<file path="src/rtl/pc_pkg.sv">
// Shared definitions for the program-counter update unit: address width,
// default vectors, named next-PC source indices and a clog2 helper.
package pc_pkg;

  // Default datapath address width
  localparam int unsigned PC_W = 32;

  // Default PC after reset and default trap target
  localparam logic [PC_W-1:0] PC_RESET_VECTOR = 32'h0000_0000;
  localparam logic [PC_W-1:0] PC_EXC_VECTOR   = 32'h0000_00FF;

  // Default number of candidate sources
  localparam int unsigned PC_NUM_SRC = 5;

  // Named candidate source indices for the default configuration
  typedef enum logic [2:0] {
    SRC_PC4    = 3'd0,
    SRC_BRANCH = 3'd1,
    SRC_JUMP   = 3'd2,
    SRC_ALUOUT = 3'd3,
    SRC_EPC    = 3'd4
  } pc_src_e;

  // Ceiling log2, with a minimum result of 1 so a select port is never zero width
  function automatic int pc_clog2(input int value);
    int result;
    result = 0;
    while ((1 << result) < value) begin
      result = result + 1;
    end
    if (result < 1) begin
      result = 1;
    end
    return result;
  endfunction

endpackage : pc_pkg

</file>
<file path="src/rtl/pc_src_mux.sv">
// Combinational NUM_SRC:1 next-PC candidate selector. Any select value that
// does not address a real source raises bad_sel and yields EXC_VECTOR.
module pc_src_mux
  import pc_pkg::*;
#(
  parameter int unsigned     WIDTH      = PC_W,
  parameter int unsigned     NUM_SRC    = PC_NUM_SRC,
  parameter int unsigned     SEL_W      = pc_clog2(NUM_SRC),
  parameter logic [WIDTH-1:0] EXC_VECTOR = PC_EXC_VECTOR
) (
  input  logic [NUM_SRC*WIDTH-1:0] data_in,
  input  logic [SEL_W-1:0]         sel,
  output logic [WIDTH-1:0]         cand,
  output logic                     bad_sel
);

  // Unpacked view of the packed candidate bus
  logic [WIDTH-1:0] src_arr [NUM_SRC];

  // Split packed input into per-source words
  always_comb begin
    for (int unsigned i = 0; i < NUM_SRC; i++) begin
      src_arr[i] = data_in[i*WIDTH +: WIDTH];
    end
  end

  // Decode select; unmatched select values fall through to the trap vector
  always_comb begin
    cand    = EXC_VECTOR;
    bad_sel = 1'b1;
    for (int unsigned i = 0; i < NUM_SRC; i++) begin
      if (sel == SEL_W'(i)) begin
        cand    = src_arr[i];
        bad_sel = 1'b0;
      end
    end
  end

endmodule : pc_src_mux

</file>
<file path="src/rtl/pc_update_unit.sv">
// Next-PC selection plus program-counter register for the multicycle CPU.
// Loads the selected candidate under unconditional or branch-conditional
// control, traps illegal selects and misaligned targets to EXC_VECTOR,
// remembers the previous PC for EPC and keeps sticky error flags.
module pc_update_unit
  import pc_pkg::*;
#(
  parameter int unsigned      WIDTH        = PC_W,
  parameter int unsigned      NUM_SRC      = PC_NUM_SRC,
  parameter int unsigned      SEL_W        = pc_clog2(NUM_SRC),
  parameter logic [WIDTH-1:0] RESET_VECTOR = PC_RESET_VECTOR,
  parameter logic [WIDTH-1:0] EXC_VECTOR   = PC_EXC_VECTOR,
  parameter bit               ALIGN_CHECK  = 1'b1
) (
  input  logic                     clk,
  input  logic                     reset_n,
  input  logic [NUM_SRC*WIDTH-1:0] data_in,
  input  logic [SEL_W-1:0]         pc_src,
  input  logic                     pc_write,
  input  logic                     pc_write_cond,
  input  logic                     cond_flag,
  input  logic                     stall,
  input  logic                     err_clr,
  output logic [WIDTH-1:0]         pc_out,
  output logic [WIDTH-1:0]         pc_prev,
  output logic                     pc_updated,
  output logic                     sel_err,
  output logic                     misalign_err
);

  logic [WIDTH-1:0] cand;
  logic             bad_sel;
  logic             bad_align;
  logic             load;
  logic [WIDTH-1:0] next_pc;

  logic [WIDTH-1:0] pc_q,       pc_d;
  logic [WIDTH-1:0] pc_prev_q,  pc_prev_d;
  logic             updated_q,  updated_d;
  logic             sel_err_q,  sel_err_d;
  logic             align_err_q, align_err_d;

  pc_src_mux #(
    .WIDTH      (WIDTH),
    .NUM_SRC    (NUM_SRC),
    .SEL_W      (SEL_W),
    .EXC_VECTOR (EXC_VECTOR)
  ) u_src_mux (
    .data_in (data_in),
    .sel     (pc_src),
    .cand    (cand),
    .bad_sel (bad_sel)
  );

  // Load qualification and trap redirection; the trap vector is never align-checked
  always_comb begin
    load      = ~stall & (pc_write | (pc_write_cond & cond_flag));
    bad_align = ALIGN_CHECK & ~bad_sel & (cand[1:0] != 2'b00);
    next_pc   = (bad_sel | bad_align) ? EXC_VECTOR : cand;
  end

  // Next-state for PC, previous PC, update pulse and sticky flags
  always_comb begin
    pc_d        = pc_q;
    pc_prev_d   = pc_prev_q;
    updated_d   = 1'b0;
    sel_err_d   = err_clr ? 1'b0 : sel_err_q;
    align_err_d = err_clr ? 1'b0 : align_err_q;
    if (load) begin
      pc_d      = next_pc;
      pc_prev_d = pc_q;
      updated_d = 1'b1;
      // A fresh error on the clearing edge wins over err_clr
      if (bad_sel) begin
        sel_err_d = 1'b1;
      end
      if (bad_align) begin
        align_err_d = 1'b1;
      end
    end
  end

  // State registers with asynchronous active-low reset
  always_ff @(posedge clk or negedge reset_n) begin
    if (!reset_n) begin
      pc_q        <= RESET_VECTOR;
      pc_prev_q   <= RESET_VECTOR;
      updated_q   <= 1'b0;
      sel_err_q   <= 1'b0;
      align_err_q <= 1'b0;
    end else begin
      pc_q        <= pc_d;
      pc_prev_q   <= pc_prev_d;
      updated_q   <= updated_d;
      sel_err_q   <= sel_err_d;
      align_err_q <= align_err_d;
    end
  end

  assign pc_out       = pc_q;
  assign pc_prev      = pc_prev_q;
  assign pc_updated   = updated_q;
  assign sel_err      = sel_err_q;
  assign misalign_err = align_err_q;

endmodule : pc_update_unit

</file>
<file path="config.mk">
export PLATFORM = sky130hd
export DESIGN_NAME = pc_update_unit
export DESIGN_NICKNAME = d
export VERILOG_FILES = /design/src/rtl/pc_pkg.sv /design/src/rtl/pc_src_mux.sv /design/src/rtl/pc_update_unit.sv
export SDC_FILE = /design/constraint.sdc
export NUM_CORES = 1
export LEC_CHECK = 0
export BUFFER_PORTS_ARGS = -buffer_cell sky130_fd_sc_hd__buf_4
export CORE_UTILIZATION = 48
export CTS_CLUSTER_DIAMETER = 120
export DETAILED_ROUTE_END_ITERATION = 10
export GPL_ROUTABILITY_DRIVEN = 0
export PLACE_DENSITY = 0.95
export SLEW_MARGIN = 20
export SYNTH_ARGS = -nofsm -noshare
export SYNTH_HDL_FRONTEND = slang
export SYNTH_SLANG_ARGS = --single-unit
</file>
<file path="constraint.sdc">
create_clock -name clk -period 1.7 [get_ports clk]
set_clock_uncertainty 0.2 [all_clocks]
set_input_delay 0.085 -clock clk [delete_from_list [all_inputs] [get_ports clk]]
set_output_delay 0.085 -clock clk [all_outputs]
set_load 0.05 [all_outputs]
</file>
==> flow_summary.ini <==
[sta]
min_period_over_period_pct = 94.52
relSlewSlack_pct = 63.27
setup_slack_ns = 0.09322
slew_viol_final = 0
hold_viol = 0
setup_viol = 0
period_minus_slack_ns = 1.607
max_freq_ghz = 0.6224
whs_ns = 0.01470
tightestPinTransition_ns = 0.5441
rsz0062_at_grt = no

[placement]
dp_worst_setup_slack_ns = -0.2396
io_buffers = 236
placed_area_um2 = 6008
dp_hpwl_mm = 10.26

[synthesis]
yosysTopAreaCell = dfrtp_1
synth.distinct_cells = 29
synth.net_count = 628
synth_top_area_share_pct = 40.72
synth_area_leaders = dfrtp_1, mux2_2, nand2_1, a211oi_2, a21oi_1
yosysWarnings = 0
synth-edff-count = 0
synth.avg_cell_area_um2 = 8.991
netlist_instances = 458
synthArstFlopShare_pct = 100.0
yosysSeqAreaShare_pct = 40.72
synth_top_flop_cell = dfrtp_1
synth.ff_latch_count = 67
syn_area_um2 = 4118
yosysMostFrequentCell = nand2_1
synthTopCellsByCount = nand2_1, dfrtp_1, a21oi_1

[finish]
layout-area-overhead-vs-synth_pct = 57.70
fin_nets = 878
drive_gt1_share_pct = 47.75
antenna_cells = 0
final_area_um2 = 6494

[critical_path]
path_max_fanout = 32
required_ns = 1.73
critPathBufInv = 1
crit_family = compound AO/OA/AOI/OAI gates
start_kind = primary input
critPathKind = in2reg
cp_slowest_cell = mux4_2
cp-end-kind = flip-flop
critPathArrivalTime_ns = 1.64
cp_cell_sequence = buf_4 -> or2_0 -> mux4_2 -> o211a_4 -> a211oi_1
slowest_delay_ns = 0.50

[floorplan]
fp-row-count = 33
io_pins = 237
die_h_um = 94.62
dieArea_um2 = 8953
fp.dieW_um = 94.62
core_area_um2 = 8258
start_util_pct = 49.86

[global_routing]
grt_start_max_net_pins = 83
grt.overflow.total = 0
grt_pass1_wl_mm = 22.34
grt_pass1_vias = 4756
antenna_found_initial = 0
grt_util_all_layers_pct = 32.63

[clock_network]
clock_latency_ns = 0.33
cts.repair.resized = 0
clkSlewWorstSetupHoldPaths_ns = 0.07
cts_tree = done
cts_sinks = 67
cts_max_level = 3
hold_buffers = 27
numCtsBuffers = 9
post_cts_buffers = 0
cts-root-buf = clkbuf_8
clockBufferDepth = 2

[power_and_ir_drop]
power_leakage_nw = 3.196
power_mw = 5.976
power.density_nw_per_um2 = 920.2
vdd_drop_max_v = 0.0005302

[routing]
first_pass_iters = 5
wirelength_mm = 14.61
vias = 4612
antenna_left = 0
drtIter0Drc = 167
wl_per_cell_um = 17.89
via_per_inst = 5.645
drc = 0

[hold_path]
worstHoldPathType = in2reg

[flow_run]
maxCapViolCount = 0

[run_status]
status = complete, no violations
## cells by family (layout without fill, tap and decap cells)
| group | Yosys count | count (layout) | synth area share, % |
|---|---|---|---|
| AND/OR/NAND/NOR | 172 | 172 | 18.14 |
| AO/OA/AOI/OAI | 117 | 117 | 19.84 |
| flip-flops | 67 | 67 | 40.72 |
| multiplexers | 61 | 61 | 16.59 |
| buffers and inverters | 41 | 295 | 4.710 |
## layout make-up
cell class	count	area [µm²]
flip-flops and latches	67	1677
repair buffers	277	2210
clock inverters	5	77.57
inverters	3	11.26
well taps	105	131.4
clock buffers	10	137.6
multi-input cells	350	2250
fillers	528	1764
## power by group
group / leakage, nW / internal [mW] / switching (mW) / total, mW
Sequential: 0.834 / 1.84 / 0.187 / 2.03
Combinational: 2.25 / 0.936 / 1.56 / 2.50
Clock: 0.108 / 0.853 / 0.598 / 1.45
Total: 3.20 / 3.63 / 2.35 / 5.98
## layout by cell type, fill, tap and decap left out, types with 8 or more instances in the layout
cell type,count
a21oi_1,49
nand2b_1,25
dlygate4sd3_1,27
dfrtp_1,67
clkbuf_8,10
a211oi_2,22
o21ai_0,26
nand2_1,108
a211oi_1,8
buf_4,245
nor2_1,26
mux2_2,48
mux2i_1,12
## final timing paths
check / slack (ns) / startpoint / cells past startpoint / endpoint
min in group asynchronous: 0.02 / reset_n / 2 / pc_prev[3]
min: 0.01 / data_in[62] / 5 / pc_out[30]
min reg2reg: 0.28 / pc_prev[10] / 2 / pc_prev[10]
max in group asynchronous: 0.73 / reset_n / 3 / pc_out[25]
max reg2reg: 0.70 / pc_out[18] / 2 / pc_out[18]
max: 0.09 / data_in[96] / 5 / pc_out[8]
## worst register-to-register path, delay by kind of cell, from the launching register on
family          cells  cell delay, ns
compound gates      1            0.06
flops               1            0.41
simple gates        1            0.19
## sequential cells by signal, indices dropped and copies added (netlist names)
| name | cells |
|---|---|
| sel_err | 1 |
| pc_prev | 32 |
| misalign_err | 1 |
| pc_updated | 1 |
| pc_out | 32 |
## routing by layer
metal  share of wire, %  GRT usage (%)
met5                  0              0
met2                 53          57.85
met3                7.1          6.522
met1                 36          36.84
met4                4.0          17.05
## per-stage QoR
stage	TNS, ns	cells	utilization [%]
4_1_cts	0	817	78.64
5_1_grt	0	817	78.64
6_report	0	817	78.64
3_5_place_dp	-5.896	775	72.76
2_1_floorplan	0	458	-
3_3_place_gp	-4.286	775	72.76
(Power assumes the default switching activity.)
